**src/rtl/vga_timing_gen.sv**
```systemverilog
// Free-running raster timing generator: hcount/vcount, sync, blanking, frame pulse and frame counter.
// Ports: clk/rst (sync, active-high); hcount/hsync/hblnk, vcount/vsync/vblnk, rgb (always 0),
//        frame_start (1-cycle pulse at wrap to (0,0)), frame_cnt (completed frames, modulo 2^16).
// Latency: fixed; every output is a flop decoded from the next counter values.
module vga_timing_gen #(
   parameter int H_ACTIVE = 800,
   parameter int H_FP     = 40,
   parameter int H_SYNC   = 128,
   parameter int H_BP     = 88,
   parameter int V_ACTIVE = 600,
   parameter int V_FP     = 1,
   parameter int V_SYNC   = 4,
   parameter int V_BP     = 23,
   parameter bit SYNC_POL = 1'b1
) (
   input  logic        clk,
   input  logic        rst,
   output logic [10:0] hcount,
   output logic        hsync,
   output logic        hblnk,
   output logic [10:0] vcount,
   output logic        vsync,
   output logic        vblnk,
   output logic [11:0] rgb,
   output logic        frame_start,
   output logic [15:0] frame_cnt
);

   localparam int H_TOTAL = H_ACTIVE + H_FP + H_SYNC + H_BP;
   localparam int V_TOTAL = V_ACTIVE + V_FP + V_SYNC + V_BP;

   // All raster arithmetic is 11 bits wide, so both totals must fit.
   if ((H_TOTAL > 2047) || (V_TOTAL > 2047) || (H_TOTAL < 1) || (V_TOTAL < 1)) begin : g_geometry_check
      $error("vga_timing_gen: H_TOTAL/V_TOTAL must be in 1..2047");
   end

   localparam logic [10:0] H_LAST   = 11'(H_TOTAL - 1);
   localparam logic [10:0] V_LAST   = 11'(V_TOTAL - 1);
   localparam logic [10:0] H_ACT    = 11'(H_ACTIVE);
   localparam logic [10:0] V_ACT    = 11'(V_ACTIVE);
   localparam logic [10:0] H_HS_BEG = 11'(H_ACTIVE + H_FP);
   localparam logic [10:0] H_HS_END = 11'(H_ACTIVE + H_FP + H_SYNC);
   localparam logic [10:0] V_VS_BEG = 11'(V_ACTIVE + V_FP);
   localparam logic [10:0] V_VS_END = 11'(V_ACTIVE + V_FP + V_SYNC);

   logic        h_wrap;
   logic        v_wrap;
   logic        f_wrap;
   logic [10:0] next_h;
   logic [10:0] next_v;
   logic        hs_act;
   logic        vs_act;

   always_comb begin
      h_wrap = (hcount == H_LAST);
      v_wrap = (vcount == V_LAST);
      f_wrap = h_wrap && v_wrap;
      next_h = h_wrap ? 11'd0 : hcount + 11'd1;
      next_v = vcount;
      if (h_wrap) begin
         next_v = v_wrap ? 11'd0 : vcount + 11'd1;
      end
      // Decode from next_* so the registered flags line up with the registered counters.
      hs_act = (next_h >= H_HS_BEG) && (next_h < H_HS_END);
      vs_act = (next_v >= V_VS_BEG) && (next_v < V_VS_END);
   end

   always_ff @(posedge clk) begin
      if (rst) begin
         hcount      <= 11'd0;
         vcount      <= 11'd0;
         hblnk       <= 1'b0;
         vblnk       <= 1'b0;
         hsync       <= ~SYNC_POL;
         vsync       <= ~SYNC_POL;
         rgb         <= 12'h000;
         frame_start <= 1'b0;
         frame_cnt   <= 16'h0000;
      end else begin
         hcount      <= next_h;
         vcount      <= next_v;
         hblnk       <= (next_h >= H_ACT);
         vblnk       <= (next_v >= V_ACT);
         // XNOR with the polarity: active-high passes through, active-low inverts.
         hsync       <= hs_act ~^ SYNC_POL;
         vsync       <= vs_act ~^ SYNC_POL;
         rgb         <= 12'h000;
         frame_start <= f_wrap;
         frame_cnt   <= frame_cnt + {15'd0, f_wrap};
      end
   end

endmodule

```
**config.mk**
```make
export PLATFORM = sky130hd
export DESIGN_NAME = vga_timing_gen
export DESIGN_NICKNAME = d
export VERILOG_FILES = /design/src/rtl/vga_timing_gen.sv
export SDC_FILE = /design/constraint.sdc
export NUM_CORES = 1
export LEC_CHECK = 0
export BUFFER_PORTS_ARGS = -buffer_cell sky130_fd_sc_hd__buf_2
export CAP_MARGIN = 30
export CELL_PAD_IN_SITES_DETAIL_PLACEMENT = 1
export CELL_PAD_IN_SITES_GLOBAL_PLACEMENT = 1
export CORE_AREA = 2 2 80 82
export DETAILED_ROUTE_END_ITERATION = 8
export DIE_AREA = 0 0 82 84
export GPL_TIMING_DRIVEN = 0
export HOLD_SLACK_MARGIN = 0.1
export PLACE_DENSITY_LB_ADDON = 0.1
export SETUP_SLACK_MARGIN = 0.4
export SYNTH_ARGS = -nofsm -noshare
export SYNTH_HDL_FRONTEND = slang
export SYNTH_SLANG_ARGS = --single-unit
export TNS_END_PERCENT = 1
```
**constraint.sdc**
```tcl
create_clock -name clk -period 3 [get_ports clk]
set_input_delay 0.6 -clock clk [delete_from_list [all_inputs] [get_ports clk]]
set_output_delay 0.6 -clock clk [all_outputs]
set_load 0.1 [all_outputs]
```
# Yosys cells after proc, flatten, opt, wreduce, memory -nomap -nowiden
# Cells that the tools add are included.
# classes
n_addsub	3
magnitude_cmp	6
n_eq_ne	2
muxes	3
n_reduce_logical	3
# ops
cell	count
11-bit by 10-bit >= comparator with 1-bit output, second input constant	4
11-bit two-way mux	3
11-bit by 1-bit adder with 11-bit output, second input constant	2
11-bit by 10-bit less-than comparator with 1-bit output, second input constant	2
16-bit by 1-bit adder with 16-bit output	1
11-bit by 10-bit == test with 1-bit output, second input constant	1
11-bit == test, second input constant	1
1-bit logical AND	3
# word_totals
reg_bits	43
input_bits	2
output_inout_bits	55
wordCells	25

# Logic depth before layout (Yosys ltp)
# Gate-level depths: netlist of the first run.
# depth
word_depth	5
ltp_mapped	14
mapped_depth_nobuf	12

# Worst setup path before layout of the first run
# Ideal clock, no wire load.
# synth_timing
path_kind	register to register
from	register vcount[0]
to	register frame_cnt[12]
setup_ns	0.067
arrival_time_ns	3.442
required_ns	2.933
path_slack_ns	-0.509
path_stages_with_launch	15
path_buffers	2
path_cell_list	dfxtp_1 ha_1 clkbuf_1 and3b_1 nor4bb_1 buf_1 nand2_1 inv_1 ha_1 ha_1 nand3_1 nor3_1 nand2_1 xor2_1 nor2_1
# synth_via
elab_chain_len	3
# synth_lines
item	line_no	source
from (decl)	21	output logic [10:0] vcount,
from (signal assigned)	81	vcount <= next_v;
11-bit by 10-bit == test with 1-bit output	56	v_wrap = (vcount == V_LAST);
1-bit logical AND	57	f_wrap = h_wrap && v_wrap;
named net f_wrap	48	logic f_wrap;
16-bit by 1-bit adder with 16-bit output	89	frame_cnt <= frame_cnt + {15'd0, f_wrap};
to (signal assigned)	89	
to (decl)	26	output logic [15:0] frame_cnt
# The timed path passes the listed nets, and every way through them passes these cells.
# A chain may end at the register's enable or synchronous reset.

# Final worst setup path of the first run
# Same ends and word-level chain as after synthesis.

==> results.md, run 1 <==
* Peak supply drop at approximately 190 uV
* Reg area at between 900 and 1000 sq um
* Final WS setup at 0.576 ns
* P&R area growth vs syn at 28.5%
* Worst Tran Pin Value at 0.556 ns
* Final non-filler cell total at 413
* Max-slew violation count at 0
* RePlAce Congestion at 0.772
* Via density at 5.12
* First-pass GRT wire length at 9.83 mm
* Clk_skew at approximately 0.0079 ns
* Hold EP: hcount[0]$_SDFF_PP0_
* Die width at 82 um
* Final Hold Fails at 0
* Maximum clock frequency at 412 MHz
* R2R Setup Slk at approximately 0.58 ns
* Site Rows at 29
* Cell area after synthesis at 2300 sq um
* Post-synth EDFFs at 0
* Max Cap Viol at 0
* Post-Syn Area per Cell at between 8 and 9 sq um
* Synth Flop Type: dfxtp_1
* Placement Setup Slack at 0.367 ns
* CTS Root Cell: clkbuf_8
* Post-synth ARST share at 0%
* CTS tree: yes
* Setup CP Type: reg2reg
* Initial DRC Count at 73
* Cells after Synth at 268
* GRT Resource Usage Total at 17.9%
* Worst Setup End Kind: register
* Placed Cells incl. Taps at 400
* Io pins at 57
* HPWL Detailed at 4.34 mm
* Nets at 341
* Initial antenna violation count at 0
* Routed Antenna Nets at 0
* Setup TNS Final at 0 ns
* I/O Buffers at 44
* Unrepaired setup endpoints after global routing: true
* Die Ht at 84 um
* DRC at 0
* CTS Buf Count at 5
* CTS sink count at 43
* Share of the synthesized area in the top cell type at about 37%
* Synth top area cells: dfxtp_1 37%, nor2_1 6.0%, xor2_1 5.7%
* WL per Instance at 14.3 um
* # setup viols final at 0
* Later-pin clock latency in the skew report at 0.30 ns
* Worst R2R Start: vcount[0]$_SDFF_PP0_
* Max Root-Sink Buffers at 2
* FF+latch count, synth at 43
* Multi-input gate area at 1410 sq um
* Leakage at 1.27 nW
* H-tree levels at 2
* FF-to-FF End: frame_cnt[12]$_SDFF_PP0_
* Worst hold start: hcount[0]$_SDFF_PP0_
* Tcrit/Tclk final at 80.8%
* Die ar. at approximately 6900 sq um
* Starting Density at 37.7%
* Largest net degree at the start of global routing at 15
* Worst hold path class: reg2reg
* Synth cell types at 52
* Reg2reg path depth at 14
* Sequential area share after synthesis at 37.4%
* Core Box Area at 6100 sq um
* Post-synth top area cell: dfxtp_1
* Max_slew headroom at 62.9%
* Total power divided by cell area at 382 nW/um^2
* FILL cells at approximately 770
* Startpoint types: register
* DRT Pass-1 Iters at 4
* Min Clock Period, post-route at 2.42 ns
* Congestion Overflow GR at 0
* Final WL at 5.91 mm
* Layout cells sized above 1 at about a third
* CP max FO at 9
* Hold Path Depth at 1
* Status: complete, no violations
* Synth warn at 0
* CTS Hold Bufs at 0
* Critical path arrival at 2.60 ns
* Critical Path RT at about 3.2 ns
* Vias in the first global route at 2,000
* Ant diodes at 0
* Clock transition at path regs at 0.09 ns
* Vias at 2,116
-- timing repair --
action	4_1_cts	5_1_grt
setup endpoints to repair	4	9
resized for setup	1	9
setup buffers	3	2
pin swaps	1	1
-- through the flow --
stage | total power, W | hold WS [ns] | instance area, sq um | util [%]
5_1_grt | 0.00118 | 0.497 | 2960 | 48.5
3_5_place_dp | 0.000716 | 0.453 | 2770 | 45.4
6_report | 0.00113 | 0.463 | 2960 | 48.5
2_1_floorplan | 0.000703 | 0.593 | 2450 | -
3_3_place_gp | 0.000715 | 0.454 | 2770 | 45.4
4_1_cts | 0.00115 | 0.464 | 2900 | 47.6
-- worst max-delay path by stage --
stage	start	end	slack, ns	depth (start not counted)
floorplan	vcount[0]$_SDFF_PP0_	frame_cnt[12]$_SDFF_PP0_	0.39	14
global placement	hcount[0]$_SDFF_PP0_	frame_cnt[13]$_SDFF_PP0_	0.39	11
detailed placement	hcount[0]$_SDFF_PP0_	frame_cnt[15]$_SDFF_PP0_	0.37	11
CTS	vcount[0]$_SDFF_PP0_	frame_cnt[15]$_SDFF_PP0_	0.40	13
global route	vcount[0]$_SDFF_PP0_	frame_cnt[15]$_SDFF_PP0_	0.33	13
finish	vcount[0]$_SDFF_PP0_	frame_cnt[12]$_SDFF_PP0_	0.58	14
-- critical path, cell delays in order (launching register included) --
cell	delay, ns
dfxtp_4	0.39
ha_4	0.12
clkbuf_4	0.17
and3b_1	0.19
nor4bb_2	0.23
buf_4	0.17
nand2_2	0.08
inv_2	0.09
ha_4	0.16
ha_4	0.17
nand3_2	0.12
nor3_4	0.15
nand2_1	0.08
xor2_1	0.14
nor2_1	0.05
-- cells in the mapped netlist, types with 2 or more instances --
cell type	n
and3_1	8
dfxtp_1	43
or3_1	4
nand3b_1	2
and2_1	2
and4_1	4
o21ai_0	10
o21a_1	2
or3_4	2
buf_4	12
ha_1	4
inv_1	4
clkbuf_1	6
nand4_1	6
nor2b_1	9
a21oi_1	10
mux2i_1	2
xor2_1	15
a22oi_1	2
a31oi_1	2
buf_6	2
a211oi_1	2
buf_1	3
nand2b_1	2
a311oi_1	2
xnor2_1	12
nand2_1	13
nor3_2	2
nand3_1	15
nor2_1	37
buf_2	3
nor3_1	5
nor4b_1	2
-- layout make-up --
cell class / instances / share of cell area (%)
plain buffers: 26 / 5.71
clock buffers: 6 / 3.17
clock inverters: 2 / 0.465
inverters: 4 / 0.508
multi-input cells: 206 / 47.5
flip-flops and latches: 43 / 30.7
well taps: 77 / 3.26
repair buffers: 49 / 8.71
-- layer usage --
metal / vias to the layer above / GRT usage, % / share of wire, %
li1: 1052 / - / -
met1: 1019 / 23.9 / 44
met2: 38 / 29.2 / 51
met3: 7 / 3.14 / 4.3
met4: 0 / 5.30 / 1.1
met5: - / 0 / 0
-- report_power, final --
part	switching (W)	leakage (nW)	internal [W]
combinational	0.000108	0.854	0.0000198
clock	0.000213	0.0563	0.000215
sequential	0.00000572	0.359	0.000568
total	0.000327	1.27	0.000803
-- cells in the final DEF (no fill, tap or decap), types with 4 or more instances in the layout --
master    count
buf_2        47
nor2_1       37
dfxtp_1      22
buf_4        18
xor2_1       15
nand3_1      13
dfxtp_2      13
nand2_1      12
xnor2_1      12
conb_1       12
a21oi_1      10
o21ai_0      10
nor2b_1       9
and3_1        8
dfxtp_4       8
nand4_1       6
clkbuf_1      5
clkbuf_8      5
and4_1        4
or3_1         4
-- sequential cells by signal, summed over array words and instances, names as in the netlist --
name,count
frame_start,1
frame_cnt,16
hsync,1
vblnk,1
hcount,11
vsync,1
hblnk,1
vcount,11
-- cell families (layout without fill, tap and decap cells) --
group	Yosys count	count (layout)	synth area share, %
xor gates and xnor gates	27	27	10.3
muxes	2	2	0.870
buffers and inverters	30	87	7.67
AOI/OAI and AO/OA	41	41	12.5
adders and majority gates	4	4	2.18
other	1	12	0.163
DFF	43	43	37.4
and+or+nand+nor	120	120	29.0
Note: power is estimated with default switching activity, not from simulation.
==> run 2: changes to the inputs <==
- ABC_AREA: default -> 1
- CORE_AREA: 2 2 80 82 -> 2 2 82 84
- DIE_AREA: 0 0 82 84 -> 0 0 84 86
- clock period: 3 -> 2.54 ns (I/O delays scaled with it)
==> run 2 against run 1 <==
- the flow now finishes with violations (negative setup slack)
- combinational power increased by 23%
- core utilization shrank 0.53 points
- clock power up 2%
- global-route usage is 0.12 points lower
- clock-buffer cell count unchanged
- sequential power grew 18%
- largest cell class unchanged
==> results.md, run 2 <==
* Max FFs per register at 16
* Die width at 84 um
* Nets at 409
* Peak supply drop at 228 uV
* RePlAce Congestion at just under 0.8
* Critical Path RT at 2.70 ns
* Ant diodes at 0
* Max Root-Sink Buffers at 2
* CTS sink count at between 40 and 50
* DRT Pass-1 Iters at 4
* Worst Setup End Kind: register
* Critical path arrival at 2.73 ns
* Post-synth EDFFs at 0
* Die ar. at between 7000 and 8000 sq um
* Largest register by flop count: frame_cnt
* DP Area at 2710 sq um
* Post-synth ARST share at 0%
* CTS tree: yes
* FILL cells at between 800 and 900
* Die Ht at approximately 86 um
* Final Hold Fails at 0
* Synth warn at 0
* FF+latch count, synth at 43
* GRT Resource Usage Total at roughly 18%
* Worst hold path class: reg2reg
* Routed Antenna Nets at 0
* Final WL at approximately 6.4 mm
* Tcrit/Tclk final at 101%
* Core Box Area at 6280 sq um
* Clock transition at path regs at 0.09 ns
* Vias in the first global route at approximately 2,300
* CTS Buf Count at 5
* DRC at 0
* Top-count cell post-synth: nand2_1
* Unrepaired setup endpoints after global routing: true
* CP max FO at 4
* Synth Flop Type: dfxtp_1
* Initial DRC Count at 63
* Total power divided by cell area at 422 nW/um^2
* Final WS setup at -0.0377 ns
* Initial antenna violation count at 0
* Later-pin clock latency in the skew report at 0.30 ns
* Most common cell after layout, fill and taps aside: nand2_1
* Multi-input gate area at 1380 sq um
* P&R area growth vs syn at 31.1%
* Post-synth top area cell: dfxtp_1
* Status: complete, but fails checks
* Commonest cells after routing, fill and taps aside: 65 x nand2_1, 54 x nor2_1, 45 x buf_2, 35 x inv_1, 26 x dfxtp_1
* Placed Cells incl. Taps at 463
* Setup CP Type: reg2reg
* CTS Root Cell: clkbuf_8
* Vias at 2,277
* Max-slew violation count at 0
* HPWL Detailed at 4.70 mm
* I/O Buffers at 44
* Synth cell types at 36
* Largest net degree at the start of global routing at 14
* Startpoint types: register
* Layout cells sized above 1 at 31.9%
* Sequential area share after synthesis at 37.5%
* Max_slew headroom at 53.4%
* Post-synth top cells: 67 x nand2_1, 57 x nor2_1, 43 x dfxtp_1
* Maximum clock frequency at between 300 and 400 MHz
* Failing checks: negative setup slack
* # setup viols final at 2
* Starting Density at between 30% and 40%
* Clk_skew at roughly 0.011 ns
* Cell area after synthesis at 2300 sq um
* Site Rows at 29
* Largest registers: frame_cnt (16), hcount (11), vcount (11)
* Final non-filler cell total at 481
* Min Clock Period, post-route at 2.58 ns
* Synth top area cells: dfxtp_1 37%, nand2_1 11%, nor2_1 9.3%
* Reg area at 900 sq um
* Placement Setup Slack at -0.472 ns
* Leakage at 1.37 nW
* Congestion Overflow GR at 0
* Io pins at 57
* First-pass GRT wire length at 10.5 mm
* Hold_ws at around 0.55 ns
* Via density at 4.73
* Cells after Synth at between 300 and 400
* Share of the synthesized area in the top cell type at between 30% and 40%
* WL per Instance at 13.2 um
* Post-Syn Area per Cell at 6.94 sq um
* Fin area at 3010 sq um
* Setup TNS Final at -0.0546 ns
* Max Cap Viol at 0
* H-tree levels at 2
* Worst Tran Pin Value at 0.692 ns
## run 2: cell count changes in the layout (fill, tap and decap cells not counted), sizes merged, moves of 5 or more
cell   delta
nor3      +6
xor2      -9
nand2    +58
nor2     +24
inv      +34
o21ai     +6
and3      -7
xnor2    -10
nor3b     +5
nor2b     -9
nand3    +10
or3       -6
## run 2: repair_timing
action / CTS / global route
gates cloned: 0 / 0
resized for setup: 9 / 22
hold buffers: 0 / 0
setup buffers: 5 / 5
pin swaps: 7 / 12
setup endpoints to repair: 12 / 11
## run 2: cells by family after synthesis
family	Yosys count	share of synthesized area, %
and+or+nand+nor	190	38.7
buffers and inverters	55	11.3
DFF	43	37.5
AOI/OAI and AO/OA	30	7.13
xor gates and xnor gates	8	3.05
adders and majority gates	4	2.18
other	1	0.163
## run 2: worst paths after layout
check	start	end	slack [ns]	depth (start not counted)
max reg2reg	hcount[8]$_SDFF_PP0_	frame_cnt[14]$_SDFF_PP0_	-0.04	14
max	hcount[8]$_SDFF_PP0_	frame_cnt[14]$_SDFF_PP0_	-0.04	14
min reg2reg	frame_cnt[15]$_SDFF_PP0_	frame_cnt[15]$_SDFF_PP0_	0.55	2
min	frame_cnt[15]$_SDFF_PP0_	frame_cnt[15]$_SDFF_PP0_	0.55	2
## run 2: power by group
part           switching [W]  internal [W]
Sequential        0.00000504      0.000673
Combinational       0.000131     0.0000266
Clock               0.000244      0.000193
Total               0.000380      0.000892
## run 2: cell type report
| cell class | count | area share (%) |
|---|---|---|
| inverters | 38 | 4.73 |
| clock inverters | 2 | 0.415 |
| plain buffers | 17 | 3.90 |
| flip-flops and latches | 43 | 29.9 |
| clock buffers | 6 | 2.41 |
| repair buffers | 54 | 9.80 |
| multi-input cells | 244 | 45.7 |
| well taps | 77 | 3.20 |
## run 2: critical path: stages, from the launching register on
cell     delay [ns]
dfxtp_2        0.34
nor2_1         0.22
nand3_2        0.17
nor2_8         0.15
nand4_1        0.18
inv_2          0.11
ha_4           0.16
ha_4           0.15
nand3_4        0.09
nor2_4         0.12
nand4_1        0.13
buf_4          0.18
nor3_4         0.21
and3_1         0.19
nor3_1         0.04
## run 2: through the flow
stage	util [%]	power (W)
after floorplan	-	0.000832
after global placement	43.2	0.000845
after detailed placement	43.2	0.000846
after CTS	45.6	0.00129
after global routing	48.0	0.00132
final	48.0	0.00127
## run 2: metal layers
metal,vias to the layer above,wire length [um],GRT usage [%]
met5,-,0,0
met4,0,40,3.96
met3,5,223,2.98
met2,37,3160,32.3
met1,1059,2950,22.3
li1,1176,-,-
